## config.mk

```make
export PLATFORM = sky130hd
export DESIGN_NAME = pkt_assembler_flat
export DESIGN_NICKNAME = d
export VERILOG_FILES = /design/src/rtl/pkt_assembler_if.sv /design/src/rtl/pkt_assembler.sv /design/src/flat_wrapper.sv
export SDC_FILE = /design/constraint.sdc
export NUM_CORES = 1
export LEC_CHECK = 0
export BUFFER_PORTS_ARGS = -buffer_cell sky130_fd_sc_hd__buf_2
export CAP_MARGIN = 20
export CORE_MARGIN = 5
export CORE_UTILIZATION = 56
export CTS_CLUSTER_DIAMETER = 60
export DETAILED_ROUTE_END_ITERATION = 7
export PLACE_DENSITY = 0.85
export SLEW_MARGIN = 20
export SYNTH_ARGS = -nofsm -noshare
export SYNTH_HDL_FRONTEND = slang
export SYNTH_SLANG_ARGS = --single-unit
export TNS_END_PERCENT = 10
```

## constraint.sdc

```tcl
create_clock -name clk -period 3.4 [get_ports clk]
set_input_delay 0.34 -clock clk [delete_from_list [all_inputs] [get_ports clk]]
set_output_delay 0.34 -clock clk [all_outputs]
set_load 0.03 [all_outputs]
```

## src/rtl/pkt_assembler_if.sv

```systemverilog
// Bundle of source-beat and assembled-packet signals shared between the
// packet assembler (slave) and its environment (master).
interface pkt_assembler_if #(
    parameter int DATA_W  = 8,
    parameter int MAX_LEN = 8
);
    logic                      src_valid;
    logic [DATA_W-1:0]         src_data;
    logic [3:0]                src_dest;
    logic                      src_last;
    logic                      src_ready;
    logic                      en_gen;
    logic                      packet_valid;
    logic [MAX_LEN*DATA_W-1:0] pkt_payload;
    logic [3:0]                pkt_dest;
    logic [3:0]                count;
    logic [DATA_W-1:0]         pkt_chk;
    logic                      pkt_trunc;

    modport slave (
        input  src_valid, src_data, src_dest, src_last, en_gen,
        output src_ready, packet_valid, pkt_payload, pkt_dest, count, pkt_chk, pkt_trunc
    );

    modport master (
        output src_valid, src_data, src_dest, src_last, en_gen,
        input  src_ready, packet_valid, pkt_payload, pkt_dest, count, pkt_chk, pkt_trunc
    );
endinterface

```

## src/rtl/pkt_assembler.sv

```systemverilog
// Collects source beats into a packet of up to MAX_LEN beats, then holds it
// with destination, beat count and XOR checksum until the consumer takes it.
module pkt_assembler #(
    parameter int DATA_W  = 8,
    parameter int MAX_LEN = 8
) (
    input  logic           clk,
    input  logic           reset,
    pkt_assembler_if.slave bus
);
    typedef enum logic {COLLECT, HOLD} state_t;

    state_t            state_reg;
    logic [DATA_W-1:0] beat_reg [MAX_LEN];
    logic [3:0]        count_reg;
    logic [DATA_W-1:0] chk_reg;
    logic [3:0]        dest_reg;
    logic              trunc_reg;
    logic              ready_reg;
    logic              valid_reg;

    logic              last_slot;
    assign last_slot = (count_reg == 4'(MAX_LEN - 1));

    always_ff @(posedge clk or negedge reset) begin
        if (!reset) begin
            state_reg <= COLLECT;
            ready_reg <= 1'b1;
            valid_reg <= 1'b0;
            count_reg <= '0;
            chk_reg   <= '0;
            dest_reg  <= '0;
            trunc_reg <= 1'b0;
            for (int i = 0; i < MAX_LEN; i++) beat_reg[i] <= '0;
        end else begin
            case (state_reg)
                COLLECT: begin
                    if (bus.src_valid) begin
                        // Destination belongs to the packet, so only the opening beat sets it.
                        if (count_reg == 4'd0) dest_reg <= bus.src_dest;
                        for (int i = 0; i < MAX_LEN; i++) begin
                            if (count_reg == 4'(i)) beat_reg[i] <= bus.src_data;
                        end
                        count_reg <= count_reg + 4'd1;
                        chk_reg   <= chk_reg ^ bus.src_data;
                        if (bus.src_last || last_slot) begin
                            state_reg <= HOLD;
                            ready_reg <= 1'b0;
                            valid_reg <= 1'b1;
                            trunc_reg <= ~bus.src_last;
                        end
                    end
                end
                HOLD: begin
                    if (bus.en_gen) begin
                        state_reg <= COLLECT;
                        ready_reg <= 1'b1;
                        valid_reg <= 1'b0;
                        count_reg <= '0;
                        chk_reg   <= '0;
                        trunc_reg <= 1'b0;
                        for (int i = 0; i < MAX_LEN; i++) beat_reg[i] <= '0;
                    end
                end
                default: begin
                    state_reg <= COLLECT;
                    ready_reg <= 1'b1;
                    valid_reg <= 1'b0;
                end
            endcase
        end
    end

    generate
        for (genvar gi = 0; gi < MAX_LEN; gi++) begin : g_payload
            assign bus.pkt_payload[gi*DATA_W +: DATA_W] = beat_reg[gi];
        end
    endgenerate

    assign bus.src_ready    = ready_reg;
    assign bus.packet_valid = valid_reg;
    assign bus.pkt_dest     = dest_reg;
    assign bus.count        = count_reg;
    assign bus.pkt_chk      = chk_reg;
    assign bus.pkt_trunc    = trunc_reg;
endmodule

```

## src/flat_wrapper.sv

```systemverilog
// flat-port wrapper written by rule: the top's interface ports become plain ports
module pkt_assembler_flat 
#(
    parameter int DATA_W  = 8,
    parameter int MAX_LEN = 8
)
  (clk, reset, bus_src_valid, bus_src_data, bus_src_dest, bus_src_last, bus_en_gen, bus_src_ready, bus_packet_valid, bus_pkt_payload, bus_pkt_dest, bus_count, bus_pkt_chk, bus_pkt_trunc);
  pkt_assembler_if #(.DATA_W(DATA_W), .MAX_LEN(MAX_LEN)) bus_i ();
  input  logic clk;
  input  logic reset;
  input wire logic [$bits(bus_i.src_valid)-1:0] bus_src_valid;
  input wire logic [$bits(bus_i.src_data)-1:0] bus_src_data;
  input wire logic [$bits(bus_i.src_dest)-1:0] bus_src_dest;
  input wire logic [$bits(bus_i.src_last)-1:0] bus_src_last;
  input wire logic [$bits(bus_i.en_gen)-1:0] bus_en_gen;
  output wire logic [$bits(bus_i.src_ready)-1:0] bus_src_ready;
  output wire logic [$bits(bus_i.packet_valid)-1:0] bus_packet_valid;
  output wire logic [$bits(bus_i.pkt_payload)-1:0] bus_pkt_payload;
  output wire logic [$bits(bus_i.pkt_dest)-1:0] bus_pkt_dest;
  output wire logic [$bits(bus_i.count)-1:0] bus_count;
  output wire logic [$bits(bus_i.pkt_chk)-1:0] bus_pkt_chk;
  output wire logic [$bits(bus_i.pkt_trunc)-1:0] bus_pkt_trunc;
  assign bus_i.src_valid = bus_src_valid;
  assign bus_i.src_data = bus_src_data;
  assign bus_i.src_dest = bus_src_dest;
  assign bus_i.src_last = bus_src_last;
  assign bus_i.en_gen = bus_en_gen;
  assign bus_src_ready = bus_i.src_ready;
  assign bus_packet_valid = bus_i.packet_valid;
  assign bus_pkt_payload = bus_i.pkt_payload;
  assign bus_pkt_dest = bus_i.pkt_dest;
  assign bus_count = bus_i.count;
  assign bus_pkt_chk = bus_i.pkt_chk;
  assign bus_pkt_trunc = bus_i.pkt_trunc;
  pkt_assembler #(.DATA_W(DATA_W), .MAX_LEN(MAX_LEN)) u_core (.clk(clk), .reset(reset), .bus(bus_i));
endmodule
```

# Word level (Yosys, flattened, before mapping)
# Index checks and enable logic that the tools add are counted.
# op_classes
add_sub_neg	1
eq_ne	18
muxes	32
bitwise_logic	3
n_reduce_logical	13
# ops
operator	n
two-way mux 64 bit	2
case mux 64 bit (2 select lines)	1
two-way mux 8 bit	10
AND reduction 3 bit	10
inequality test 2 x 1 -> 1 bit, second input constant	9
== test 4 x 3 -> 1 bit, second input constant	4
case mux 8 bit (2 select lines)	1
two-way mux 1 bit	11
== test 4 x 2 -> 1 bit, second input constant	2
two-way mux 4 bit	2
case mux 1 bit (2 select lines)	4
case mux 4 bit (2 select lines)	1
XOR 8 bit	1
adder 4 x 1 -> 4 bit, second input constant	1
== test 4 x 1 -> 1 bit, second input constant	1
logical NOT 4 bit	1
inequality test 2 bit, second input constant	2
inverter 1 bit	2
AND reduction 2 bit	1
logical OR 1 bit	1
# totals
regBits	84
wordCells	82

# Depth between registers and ports, before layout
# Gate-level depths: netlist (run 1).
# logic_depth
depth_word	5
depth_mapped	7
mapped_depth_nobuf	4

# Worst setup path after synthesis (run 1)
# No wires, ideal clock.
# synth_path
path_kind	register to register
from	register u_core.count_reg[0] (netlist: u_core.bus.count[0])
to	register u_core.dest_reg[0] (netlist: u_core.bus.pkt_dest[0])
setup_ns	0.125
arrival_time_ns	1.615
path_slack_ns	1.660
path_stages_with_launch	7
synth_period_minus_slack_ns	1.740
cell_sequence	dfrtp_1 inv_1 ha_1 and3b_1 buf_4 buf_12 mux2_4
# synth_between
elab_chain_cells	2
# synth_rtl
item	line	rtl
start: declaration	pkt_assembler.sv:15	logic [3:0] count_reg;
start signal: assignment	pkt_assembler.sv:44	count_reg <= count_reg + 4'd1;
logical NOT 4 bit	pkt_assembler.sv:40	if (count_reg == 4'd0) dest_reg <= bus.src_dest;
AND reduction 3 bit (no source line)	n/a	
end signal: assignment	pkt_assembler.sv:40	
end: declaration	pkt_assembler.sv:17	logic [3:0] dest_reg;
# No other way between the ends.
# A chain may end at the register's enable or synchronous reset.

# Final worst setup path (run 1)
# layout_path
from	register u_core.state_reg
to	register u_core.dest_reg[3] (netlist: u_core.bus.pkt_dest[3])
# layout_between
elab_chain_cells	2
# layout_rtl
item	line	rtl
start: declaration	pkt_assembler.sv:13	state_t state_reg;
start signal: assignment	pkt_assembler.sv:27	state_reg <= COLLECT;
start signal: assignment	pkt_assembler.sv:47	state_reg <= HOLD;
start signal: assignment	pkt_assembler.sv:56	state_reg <= COLLECT;
inverter 1 bit (no source line)	n/a	
AND reduction 3 bit (no source line)	n/a	
# No other way between the ends.

==> results of run 1 <==
## worst paths after layout
check / from / endpoint / slack, ns / depth (start not counted)
setup / recovery: u_core.state_reg / u_core.bus.pkt_dest[3] / 1.33 / 3
hold / removal: reset / u_core.bus.pkt_dest[2] / 0.01 / 1
setup reg to reg: u_core.state_reg / u_core.bus.pkt_dest[3] / 1.33 / 3
hold reg to reg: u_core.bus.pkt_chk[3] / u_core.bus.pkt_chk[3] / 0.47 / 1
max in group asynchronous: reset / u_core.bus.count[2] / 2.85 / 1
min in group clk: bus_src_last / u_core.bus.pkt_trunc / 0.19 / 2
## through the flow
step,hold WS [ns],instance area (µm²),cells
2_1_floorplan,0.04441,3669,315
6_report,0.01432,4353,483
4_1_cts,0.1753,4349,483
3_5_place_dp,0.4615,4131,467
3_3_place_gp,0.4557,4131,467
5_1_grt,0.07871,4353,483
## where the power goes
group	total (mW)	internal (mW)	leakage (nW)	switching, mW
logic	1.53	0.465	1.32	1.07
registers	1.52	1.31	1.12	0.211
clock network	0.773	0.433	0.107	0.340
## area by class of cell
type / count / area [µm²] / area share, %
Multi-Input combinational cell: 201 / 1404 / 32.25
Tap cell: 77 / 96.34 / 2.213
Inverter: 4 / 15.01 / 0.3449
Sequential cell: 84 / 2103 / 48.32
Timing Repair Buffer: 101 / 516.7 / 11.87
Clock inverter: 4 / 72.57 / 1.667
Clock buffer: 12 / 145.1 / 3.334
## critical path, delay by kind of cell (launching register included)
kind             cells  cell delay [ns]
AND/OR/NAND/NOR      2             0.97
flip-flops           1             0.58
multiplexers         1             0.40
## routing by layer
layer | vias up | GRT usage (%) | share of wire (%)
li1 | 1212 | - | -
met1 | 1308 | 28.57 | 44
met2 | 75 | 32.69 | 49
met3 | 13 | 5.537 | 5.4
met4 | 0 | 8.313 | 1.8
met5 | - | 0 | 0
## synth_stat cells
cell	number
sky130_fd_sc_hd__dfrtp_1	83
sky130_fd_sc_hd__xor2_1	1
sky130_fd_sc_hd__nor2_1	2
sky130_fd_sc_hd__buf_4	4
sky130_fd_sc_hd__a21o_1	2
sky130_fd_sc_hd__inv_1	4
sky130_fd_sc_hd__ha_1	4
sky130_fd_sc_hd__a21oi_1	3
sky130_fd_sc_hd__and4b_1	2
sky130_fd_sc_hd__o21ai_0	1
sky130_fd_sc_hd__buf_1	8
sky130_fd_sc_hd__mux2i_1	73
sky130_fd_sc_hd__nand2b_1	9
sky130_fd_sc_hd__clkbuf_1	2
sky130_fd_sc_hd__nand3_1	3
sky130_fd_sc_hd__mux2_2	2
sky130_fd_sc_hd__nand3_2	3
sky130_fd_sc_hd__nand2_1	85
sky130_fd_sc_hd__mux2_4	2
sky130_fd_sc_hd__buf_2	10
sky130_fd_sc_hd__buf_6	1
sky130_fd_sc_hd__nand3b_1	3
sky130_fd_sc_hd__and3b_1	1
sky130_fd_sc_hd__nor3b_4	1
sky130_fd_sc_hd__a22oi_1	1
sky130_fd_sc_hd__dfstp_2	1
sky130_fd_sc_hd__nor2b_1	2
sky130_fd_sc_hd__nand4_1	1
sky130_fd_sc_hd__buf_12	1
## kinds of logic after synthesis
| group | count (synthesis) | share of synthesized area, % |
|---|---|---|
| DFF | 84 | 57.33 |
| xor gates and xnor gates | 1 | 0.2388 |
| AOI/OAI and AO/OA | 7 | 1.159 |
| buffers and inverters | 30 | 4.468 |
| adders and majority gates | 4 | 1.364 |
| and+or+nand+nor | 112 | 14.09 |
| muxes | 77 | 21.35 |
==> Implementation_results.wiki, run 1 <==
{| class="wikitable"
! Metric !! Value
|-
| Sum of routed wire length over all layers || 8.309 mm
|-
| Number of warning messages in the yosys log || 0
|-
| Required @ worst endpoint || 3.63 ns
|-
| Maximum fanout count along the critical path || 19
|-
| Number of storage elements in the synthesis netlist || 84
|-
| Fill cell instance count of the final layout || 482
|-
| Detailed-router iteration count before antenna repair || 4
|-
| Endpoints failing setup || 0
|-
| Buffers added on ports || 99
|-
| Number of clock sinks || 84
|-
| Startpoint class of the critical path || register
|-
| Clock transition at path regs || 0.08 ns
|-
| Vias in the first global route || 2637
|-
| Total number of placement rows || 29
|-
| Post-Synthesis Mean Instance Area || 11.65 µm²
|-
| Routability-driven placement congestion ratio || 0.8228
|-
| Outcome || completed
|-
| Core Footprint || 6350 µm²
|-
| Final period demand of the worst path || 2.067 ns
|-
| Chip Width || 90.94 µm
|-
| # H-tree levels || 3
|-
| Gate count of the mapped netlist || 315
|-
| Summed instance area of the synthesized netlist || 3669 µm²
|-
| Critical path endpoint category || register
|-
| Leakage || 2.547 nW
|-
| Layout Skew || 0.007130 ns
|-
| Number of design rule violations left after detail routing || 0
|-
| Cell type of the slowest stage on the worst timing path || sky130_fd_sc_hd__and3b_1
|-
| Clock tree root driver cell || sky130_fd_sc_hd__clkbuf_8
|-
| CTS tree || yes
|-
| Final period utilization || 60.78%
|-
| Share of the core filled with cells || 68.55%
|-
| Critical Path, Cell by Cell || nor3b_4, and3b_1, mux2_2
|-
| Post-CTS sizing || 0
|-
| Synthesized Nets || 336
|-
| Buffers inserted during post-CTS setup optimization || 0
|-
| Overall global routing resource usage || 21.09%
|-
| Critical path arrival || 2.30 ns
|-
| Transition time of the tightest slew-check pin || 0.7655 ns
|-
| RSZ-0062 raised after global routing || false
|-
| Net count reported at finish || 422
|-
| Violation count after the first detailed-routing iteration || 149
|-
| Max FFs per register || 64
|-
| Most frequent cells in the layout || sky130_fd_sc_hd__buf_2 (98), sky130_fd_sc_hd__nand2_1 (84), sky130_fd_sc_hd__dfrtp_1 (83)
|-
| Post-place setup slack || 1.344 ns
|-
| Routed length per instance || 17.20 µm
|-
| Final critical-path setup slack || 1.334 ns
|-
| Synth-to-Final Area Change || 18.66%
|-
| Total via count in the routed design || 2608
|-
| Antenna violations before repair || 0
|-
| Most common cell after layout, fill and taps aside || sky130_fd_sc_hd__buf_2
|-
| Congestion Overflow GR || 0
|-
| P per Cell Area || 879.0 nW/µm²
|-
| Quantity of hold-fixing buffers added after cts || 0
|-
| Final total power || 3.826 mW
|-
| Pin count of the biggest net entering global routing || 85
|-
| Classification of the worst setup path || reg -> reg
|-
| Longest individual stage delay on the worst path || 0.63 ns
|-
| Achievable frequency || 483.9 MHz
|-
| Fraction of synthesized cell area taken by the top area cell type || 56.62%
|-
| Max Slew Vio Count || 0
|-
| Largest cells by area after synthesis || sky130_fd_sc_hd__dfrtp_1 (57%), sky130_fd_sc_hd__mux2i_1 (20%), sky130_fd_sc_hd__nand2_1 (8.7%), sky130_fd_sc_hd__nand2b_1 (1.5%), sky130_fd_sc_hd__buf_2 (1.4%)
|-
| Number of diodes added for antenna fixing || 0
|-
| Final setup TNS || 0 ns
|-
| Dpl hpwl || 5.761 mm
|-
| Number of hold violations in the final report || 0
|-
| Number of buffers created by CTS || 9
|-
| Largest vdd supply drop || 0.0004918 V
|-
| Largest area contributor in the synthesized netlist || sky130_fd_sc_hd__dfrtp_1
|-
| Worst hold-check path type || in -> async
|-
| Wire length of the first global-routing pass || 13.75 mm
|-
| Io pins || 100
|-
| Number of maximum-capacitance violations || 0
|-
| Final antenna-violating net count || 0
|-
| Proportion of layout cells with a drive suffix above 1 || 30.79%
|-
| Die Footprint || 8269 µm²
|-
| Die Y-Extent || 90.94 µm
|-
| Via-to-Cell Ratio || 5.400
|-
| Post-synthesis sequential area ratio || 57.33%
|-
| Clk_lat worst skew || 0.35 ns
|-
| Cell variety after synth || 29
|-
| Number of buffers on the longest clock path || 2
|-
| Max transition margin || 48.78%
|-
| Starting density of the core || 57.77%
|}
Power figures use the tool's default switching activity.
==> run 2: changes to the inputs <==
--- a/config.mk
+++ b/config.mk
@@ -8,10 +8,10 @@
 export BUFFER_PORTS_ARGS = -buffer_cell sky130_fd_sc_hd__buf_2
 export CAP_MARGIN = 20
 export CORE_MARGIN = 5
-export CORE_UTILIZATION = 56
+export CORE_UTILIZATION = 47
 export CTS_CLUSTER_DIAMETER = 60
 export DETAILED_ROUTE_END_ITERATION = 7
-export PLACE_DENSITY = 0.85
+export PLACE_DENSITY = 0.77
 export SLEW_MARGIN = 20
 export SYNTH_ARGS = -nofsm -noshare
 export SYNTH_HDL_FRONTEND = slang
==> constraint.sdc (replaced) <==
create_clock -name clk -period 1.74 [get_ports clk]
set_input_delay 0.174 -clock clk [delete_from_list [all_inputs] [get_ports clk]]
set_output_delay 0.174 -clock clk [all_outputs]
set_load 0.03 [all_outputs]
==> run 2 against run 1 <==
Sequential power rose by 93%. Critical endpoint is now u_core.bus.pkt_payload[0]. First-iteration DRC count fell by 33%. Via count fell by 0.35%. Power rose by 94%. Clock-buffer cell count fell by 2. Die area rose by 17%. Clock skew rose by 0.0037 ns. Wire length rose by 4.9%. Core utilization fell by 10 points. Non-clock buffer count rose by 11. Combinational power rose by 100%. Critical path type unchanged. Highest routed layer unchanged. Sequential share of layout area fell by 1.3 points.
==> Implementation_results.wiki, run 2 (synthesis gave the netlist of run 1 again) <==
{| class="wikitable"
! Metric !! Value
|-
| Number of diodes added for antenna fixing || 0
|-
| GR met2 Demand/Resource || 28.97%
|-
| Leakage || 2.599 nW
|-
| Number of hold violations in the final report || 0
|-
| Sum of routed wire length over all layers || 8.713 mm
|-
| Layout Skew || 0.01079 ns
|-
| Longest individual stage delay on the worst path || 0.47 ns
|-
| Buffers added on ports || 99
|-
| Most frequent cells in the layout || sky130_fd_sc_hd__buf_2 (98), sky130_fd_sc_hd__nand2_1 (84), sky130_fd_sc_hd__dfrtp_1 (82)
|-
| Number of maximum-capacitance violations || 0
|-
| Global Route met3 Usage || 6.143%
|-
| Via-to-Cell Ratio || 5.008
|-
| Congestion Overflow GR || 0
|-
| Detailed-router iteration count before antenna repair || 4
|-
| Final total power || 7.427 mW
|-
| Worst hold-check path type || in -> reg
|-
| Final setup TNS || 0 ns
|-
| Largest vdd supply drop || 0.001180 V
|-
| Placed Area || 4264 µm²
|-
| Outcome || completed
|-
| RSZ-0062 raised after global routing || false
|-
| Post-place setup slack || 0.09733 ns
|-
| Synth-to-Final Area Change || 22.03%
|-
| Die Footprint || 9672 µm²
|-
| Number of buffers and inverters on the critical path || 1
|-
| Total via count in the routed design || 2599
|-
| Critical path endpoint category || register
|-
| Dpl hpwl || 6.172 mm
|-
| Startpoint class of the critical path || register
|-
| Cell type of the slowest stage on the worst timing path || sky130_fd_sc_hd__dfrtp_1
|-
| Final critical-path setup slack || 0.1538 ns
|-
| Routed length per instance || 16.79 µm
|-
| Total number of placement rows || 32
|-
| Core Footprint || 7647 µm²
|-
| Number of design rule violations left after detail routing || 0
|-
| Pin count of the biggest net entering global routing || 65
|-
| Clock transition at path regs || 0.08 ns
|-
| Endpoints failing setup || 0
|-
| Number of clock sinks || 84
|-
| Global Route met1 Usage || 25.60%
|-
| CTS tree || yes
|-
| Io pins || 100
|-
| Busiest layer in global routing || met2
|-
| Clk_lat worst skew || 0.34 ns
|-
| Transition time of the tightest slew-check pin || 0.5097 ns
|-
| Die Y-Extent || 98.35 µm
|-
| Number of buffers on the longest clock path || 2
|-
| Proportion of layout cells with a drive suffix above 1 || 33.33%
|-
| Design area || 4477 µm²
|-
| Critical path's top delay family || simple AND/OR/NAND/NOR gates
|-
| Max FFs per register || 64
|-
| Net count reported at finish || 433
|-
| Starting density of the core || 47.97%
|-
| Final antenna-violating net count || 0
|-
| Wire length of the first global-routing pass || 14.43 mm
|-
| Overall global routing resource usage || 18.80%
|-
| Required @ worst endpoint || 1.99 ns
|-
| Critical path arrival || 1.84 ns
|-
| Critical Path, Cell by Cell || nor3b_4, and3b_2, buf_4, mux2i_1
|-
| Most common cell after layout, fill and taps aside || sky130_fd_sc_hd__buf_2
|-
| Maximum fanout count along the critical path || 8
|-
| Number of buffers created by CTS || 9
|-
| Achievable frequency || 630.4 MHz
|-
| Final period utilization || 91.16%
|-
| Max transition margin || 66.02%
|-
| P per Cell Area || 1659 nW/µm²
|-
| Violation count after the first detailed-routing iteration || 100
|-
| Classification of the worst setup path || reg -> reg
|-
| Routability-driven placement congestion ratio || 0.7437
|-
| Antenna violations before repair || 0
|-
| Max Slew Vio Count || 0
|-
| # H-tree levels || 3
|-
| Clock tree root driver cell || sky130_fd_sc_hd__clkbuf_8
|-
| Chip Width || 98.35 µm
|-
| Vias in the first global route || 2764
|-
| Final period demand of the worst path || 1.586 ns
|}
[run 2: layer usage]
metal / share of wire (%) / vias up
li1: - / 1224
met1: 45 / 1292
met2: 47 / 77
met3: 6.8 / 6
met4: 1.3 / 0
met5: 0 / -
[run 2: timing repair]
item / CTS / global route
endpoints found under the setup margin: 0 / 2
hold endpoints to repair: 34 / 0
setup buffers: 0 / 0
hold buffers: 1 / 0
resized for setup: 0 / 1
[run 2: path summary, 6_finish.rpt]
check                                           start                         to  slack, ns  cells after the start
min in group asynchronous                       reset      u_core.bus.pkt_chk[1]       0.32                      2
max in group asynchronous                       reset  u_core.bus.pkt_payload[9]       0.77                      3
worst min-delay path                     bus_src_last       u_core.bus.pkt_trunc       0.04                      2
worst max-delay path              u_core.bus.count[3]  u_core.bus.pkt_payload[0]       0.15                      4
worst max register to register    u_core.bus.count[3]  u_core.bus.pkt_payload[0]       0.15                      4
worst min register to register  u_core.bus.pkt_chk[4]      u_core.bus.pkt_chk[4]       0.47                      1
[run 2: cell type report]
cell class,instances,area [µm²]
clock buffers,10,137.6
repair buffers,112,623.1
well taps,102,127.6
fillers,688,3171
inverters,4,15.01
clock inverters,6,63.81
flip-flops and latches,84,2105
multi-input cells,201,1405
[run 2: stage by stage]
stage	hold WS, ns	util (%)	std cells
after floorplan	-0.1216	-	315
after global placement	0.1573	55.76	502
after detailed placement	0.1637	55.76	502
after CTS	0.02354	58.52	519
after global routing	0.01772	58.54	519
final	0.04067	58.54	519
[run 2: report_power, final]
part,leakage [nW],switching [mW],total [mW],internal (mW)
logic,1.38,2.14,3.10,0.958
clock network,0.0983,0.694,1.39,0.700
registers,1.12,0.376,2.93,2.56
total,2.60,3.21,7.43,4.22
==> run 3: changes to the inputs <==
--- a/config.mk
+++ b/config.mk
@@ -8,10 +8,11 @@
 export BUFFER_PORTS_ARGS = -buffer_cell sky130_fd_sc_hd__buf_2
 export CAP_MARGIN = 20
 export CORE_MARGIN = 5
-export CORE_UTILIZATION = 47
+export CORE_UTILIZATION = 49
+export CTS_BUF_LIST = sky130_fd_sc_hd__clkbuf_8
 export CTS_CLUSTER_DIAMETER = 60
 export DETAILED_ROUTE_END_ITERATION = 7
-export PLACE_DENSITY = 0.77
+export PLACE_DENSITY = 0.79
 export SLEW_MARGIN = 20
 export SYNTH_ARGS = -nofsm -noshare
 export SYNTH_HDL_FRONTEND = slang
==> run 3 against run 2 <==
Core utilization rose by 3.4 points. Clock skew shrank 0.0026 ns. Worst setup slack worse by 0.045 ns. Worst hold slack improved by 0.012 ns. Final cell count is 0.77% lower. Critical path depth increased by 1. Clock-buffer cell count is the same. Power rose by 1.2%.
==> Implementation_results.wiki, run 3 (synthesis gave the netlist of run 1 again) <==
{| class="wikitable"
! Metric !! Value
|-
| Starting density of the core || 50.58%
|-
| Worst hold-check path type || in -> reg
|-
| Final setup TNS || 0 ns
|-
| Number of buffers created by CTS || 9
|-
| GR met2 Demand/Resource || 32.24%
|-
| Most common cell after layout, fill and taps aside || sky130_fd_sc_hd__buf_2
|-
| Critical path's top delay family || flip-flops
|-
| Global Route met3 Usage || 4.802%
|-
| Buffers added on ports || 99
|-
| Final period utilization || 93.74%
|-
| Beginning of the worst register-to-register path || u_core.bus.count[0]
|-
| Share of power burned in registers || 39.4%
|-
| Max FFs per register || 64
|-
| Total via count in the routed design || 2612
|-
| Endpoints failing setup || 0
|-
| Number of design rule violations left after detail routing || 0
|-
| CTS tree || yes
|-
| Startpoint class of the critical path || register
|-
| Largest vdd supply drop || 0.0007229 V
|-
| Part of the power in combinational logic || 41.2%
|-
| Total number of placement rows || 31
|-
| Placed Area || 4280 µm²
|-
| Layout Skew || 0.008178 ns
|-
| Max Slew Vio Count || 0
|-
| Overall global routing resource usage || 20.30%
|-
| Endpoint of the worst-slack reg-to-reg timing path || u_core.bus.pkt_dest[0]
|-
| Number of diodes added for antenna fixing || 0
|-
| Violation count after the first detailed-routing iteration || 64
|-
| Required @ worst endpoint || 1.98 ns
|-
| Io pins || 100
|-
| Post-CTS sizing || 0
|-
| Pin count of the biggest net entering global routing || 55
|-
| Outcome || completed
|-
| Cells on worst reg2reg path || 5
|-
| # H-tree levels || 3
|-
| Clock tree root driver cell || sky130_fd_sc_hd__clkbuf_8
|-
| Routability-driven placement congestion ratio || 0.8098
|-
| Proportion of layout cells with a drive suffix above 1 || 32.45%
|-
| Most frequent cells in the layout || sky130_fd_sc_hd__buf_2 (98), sky130_fd_sc_hd__nand2_1 (84), sky130_fd_sc_hd__dfrtp_1 (82)
|-
| Net count reported at finish || 434
|-
| Sw Share || 42.15%
|-
| Routed length per instance || 17.04 µm
|-
| Sw Pwr || 3.169 mW
|-
| Buffers inserted during post-CTS setup optimization || 0
|-
| Transition time of the tightest slew-check pin || 0.5233 ns
|-
| Vias in the first global route || 2704
|-
| Critical Path, Cell by Cell || inv_1, ha_1, and3b_1, buf_12, mux2_4
|-
| Critical path arrival || 1.87 ns
|-
| Fin Hold WS || 0.05269 ns
|-
| Worst Min Path Start || bus_src_last
|-
| Max transition margin || 65.11%
|-
| Quantity of hold-fixing buffers added after cts || 1
|-
| Number of cells on the critical path || 5
|-
| Dpl hpwl || 6.153 mm
|-
| RSZ-0062 raised after global routing || false
|-
| Hold depth || 2
|-
| Final period demand of the worst path || 1.631 ns
|-
| Core Footprint || 7253 µm²
|-
| Number of buffers on the longest clock path || 2
|-
| P per Cell Area || 1672 nW/µm²
|-
| Sum of routed wire length over all layers || 8.775 mm
|-
| Global Route met1 Usage || 27.38%
|-
| Leakage || 2.620 nW
|-
| Destination of the worst hold path || u_core.bus.pkt_trunc
|-
| Longest individual stage delay on the worst path || 0.46 ns
|-
| Maximum fanout count along the critical path || 10
|-
| Die Y-Extent || 96.53 µm
|-
| Number of buffers and inverters on the critical path || 2
|-
| Critical path endpoint category || register
|-
| Chip Width || 96.53 µm
|-
| Die Footprint || 9317 µm²
|-
| Worst-case register-to-register setup slack || 0.11 ns
|-
| Synth-to-Final Area Change || 22.54%
|-
| Number of maximum-capacitance violations || 0
|-
| Busiest layer in global routing || met2
|-
| Clk_lat worst skew || 0.35 ns
|-
| Final antenna-violating net count || 0
|-
| Wire length of the first global-routing pass || 14.08 mm
|-
| Internal power of the cells || 4.349 mW
|-
| Number of clock sinks || 84
|-
| Clock group share of total power || 19.4%
|-
| Number of hold violations in the final report || 0
|-
| Via-to-Cell Ratio || 5.072
|-
| Design area || 4496 µm²
|-
| Clock transition at path regs || 0.08 ns
|-
| Achievable frequency || 613.1 MHz
|-
| Cell type of the slowest stage on the worst timing path || sky130_fd_sc_hd__dfrtp_2
|-
| Classification of the worst setup path || reg -> reg
|-
| Detailed-router iteration count before antenna repair || 4
|-
| Antenna violations before repair || 0
|-
| Congestion Overflow GR || 0
|}
[run 3: changes by cell type in the layout (fill, tap and decap cells not counted), sizes merged]
cell / previous run / this run
inv: 4 / 6
bufinv: 1 / 2
clkinv: 3 / 0
buf: 111 / 112
clkinvlp: 2 / 0
[run 3: stage by stage]
| step | setup WS [ns] | cells | total power, mW | utilization (%) |
|---|---|---|---|---|
| floorplan | 0.03622 | 315 | 5.119 | - |
| global placement | 0.2095 | 500 | 6.022 | 59.01 |
| detailed placement | 0.1219 | 500 | 6.124 | 59.01 |
| CTS | 0.1132 | 515 | 7.587 | 61.98 |
| global route | 0.06864 | 515 | 7.961 | 61.98 |
| finish | 0.1089 | 515 | 7.518 | 61.98 |
[run 3: worst max-delay path by stage]
stage | from | end | slack, ns
floorplan | u_core.bus.count[1] | u_core.bus.pkt_dest[0] | 0.04
detailed placement | u_core.bus.count[0] | u_core.bus.pkt_dest[0] | 0.12
global placement | u_core.bus.count[0] | u_core.bus.pkt_dest[0] | 0.21
finish | u_core.bus.count[0] | u_core.bus.pkt_dest[0] | 0.11
CTS | u_core.bus.count[0] | u_core.bus.pkt_dest[0] | 0.11
global route | u_core.bus.count[0] | u_core.bus.pkt_dest[0] | 0.07
[run 3: layer usage]
layer | wire [µm] | vias to the layer above
li1 | - | 1231
met5 | 0 | -
met1 | 3980 | 1288
met3 | 487 | 14
met2 | 4148 | 79
met4 | 159 | 0
[run 3: layout make-up]
| class | count | area, µm² |
|---|---|---|
| fill | 618 | 2758 |
| sequential | 84 | 2105 |
| multi-input combinational | 201 | 1404 |
| timing repair buffer | 113 | 643.1 |
| clock buffer | 10 | 137.6 |
| tap | 99 | 123.9 |
| clock inverter | 4 | 67.56 |
| inverter | 4 | 15.01 |
[run 3: worst reg2reg max path, cell delays in order, from the launching register on]
cell and delay [ns]:
sky130_fd_sc_hd__dfrtp_2 0.46, sky130_fd_sc_hd__inv_1 0.11, sky130_fd_sc_hd__ha_1 0.19, sky130_fd_sc_hd__and3b_1 0.29
sky130_fd_sc_hd__buf_12 0.18, sky130_fd_sc_hd__mux2_4 0.30
[run 3: power groups by stage]
stage | clock network (mW) | logic, mW | registers, mW
after floorplan | 0 | 0.973 | 4.15
after global placement | 0 | 3.06 | 2.96
after detailed placement | 0 | 3.13 | 2.99
after CTS | 1.48 | 3.14 | 2.97
after global routing | 1.58 | 3.33 | 3.05
final | 1.46 | 3.10 | 2.96
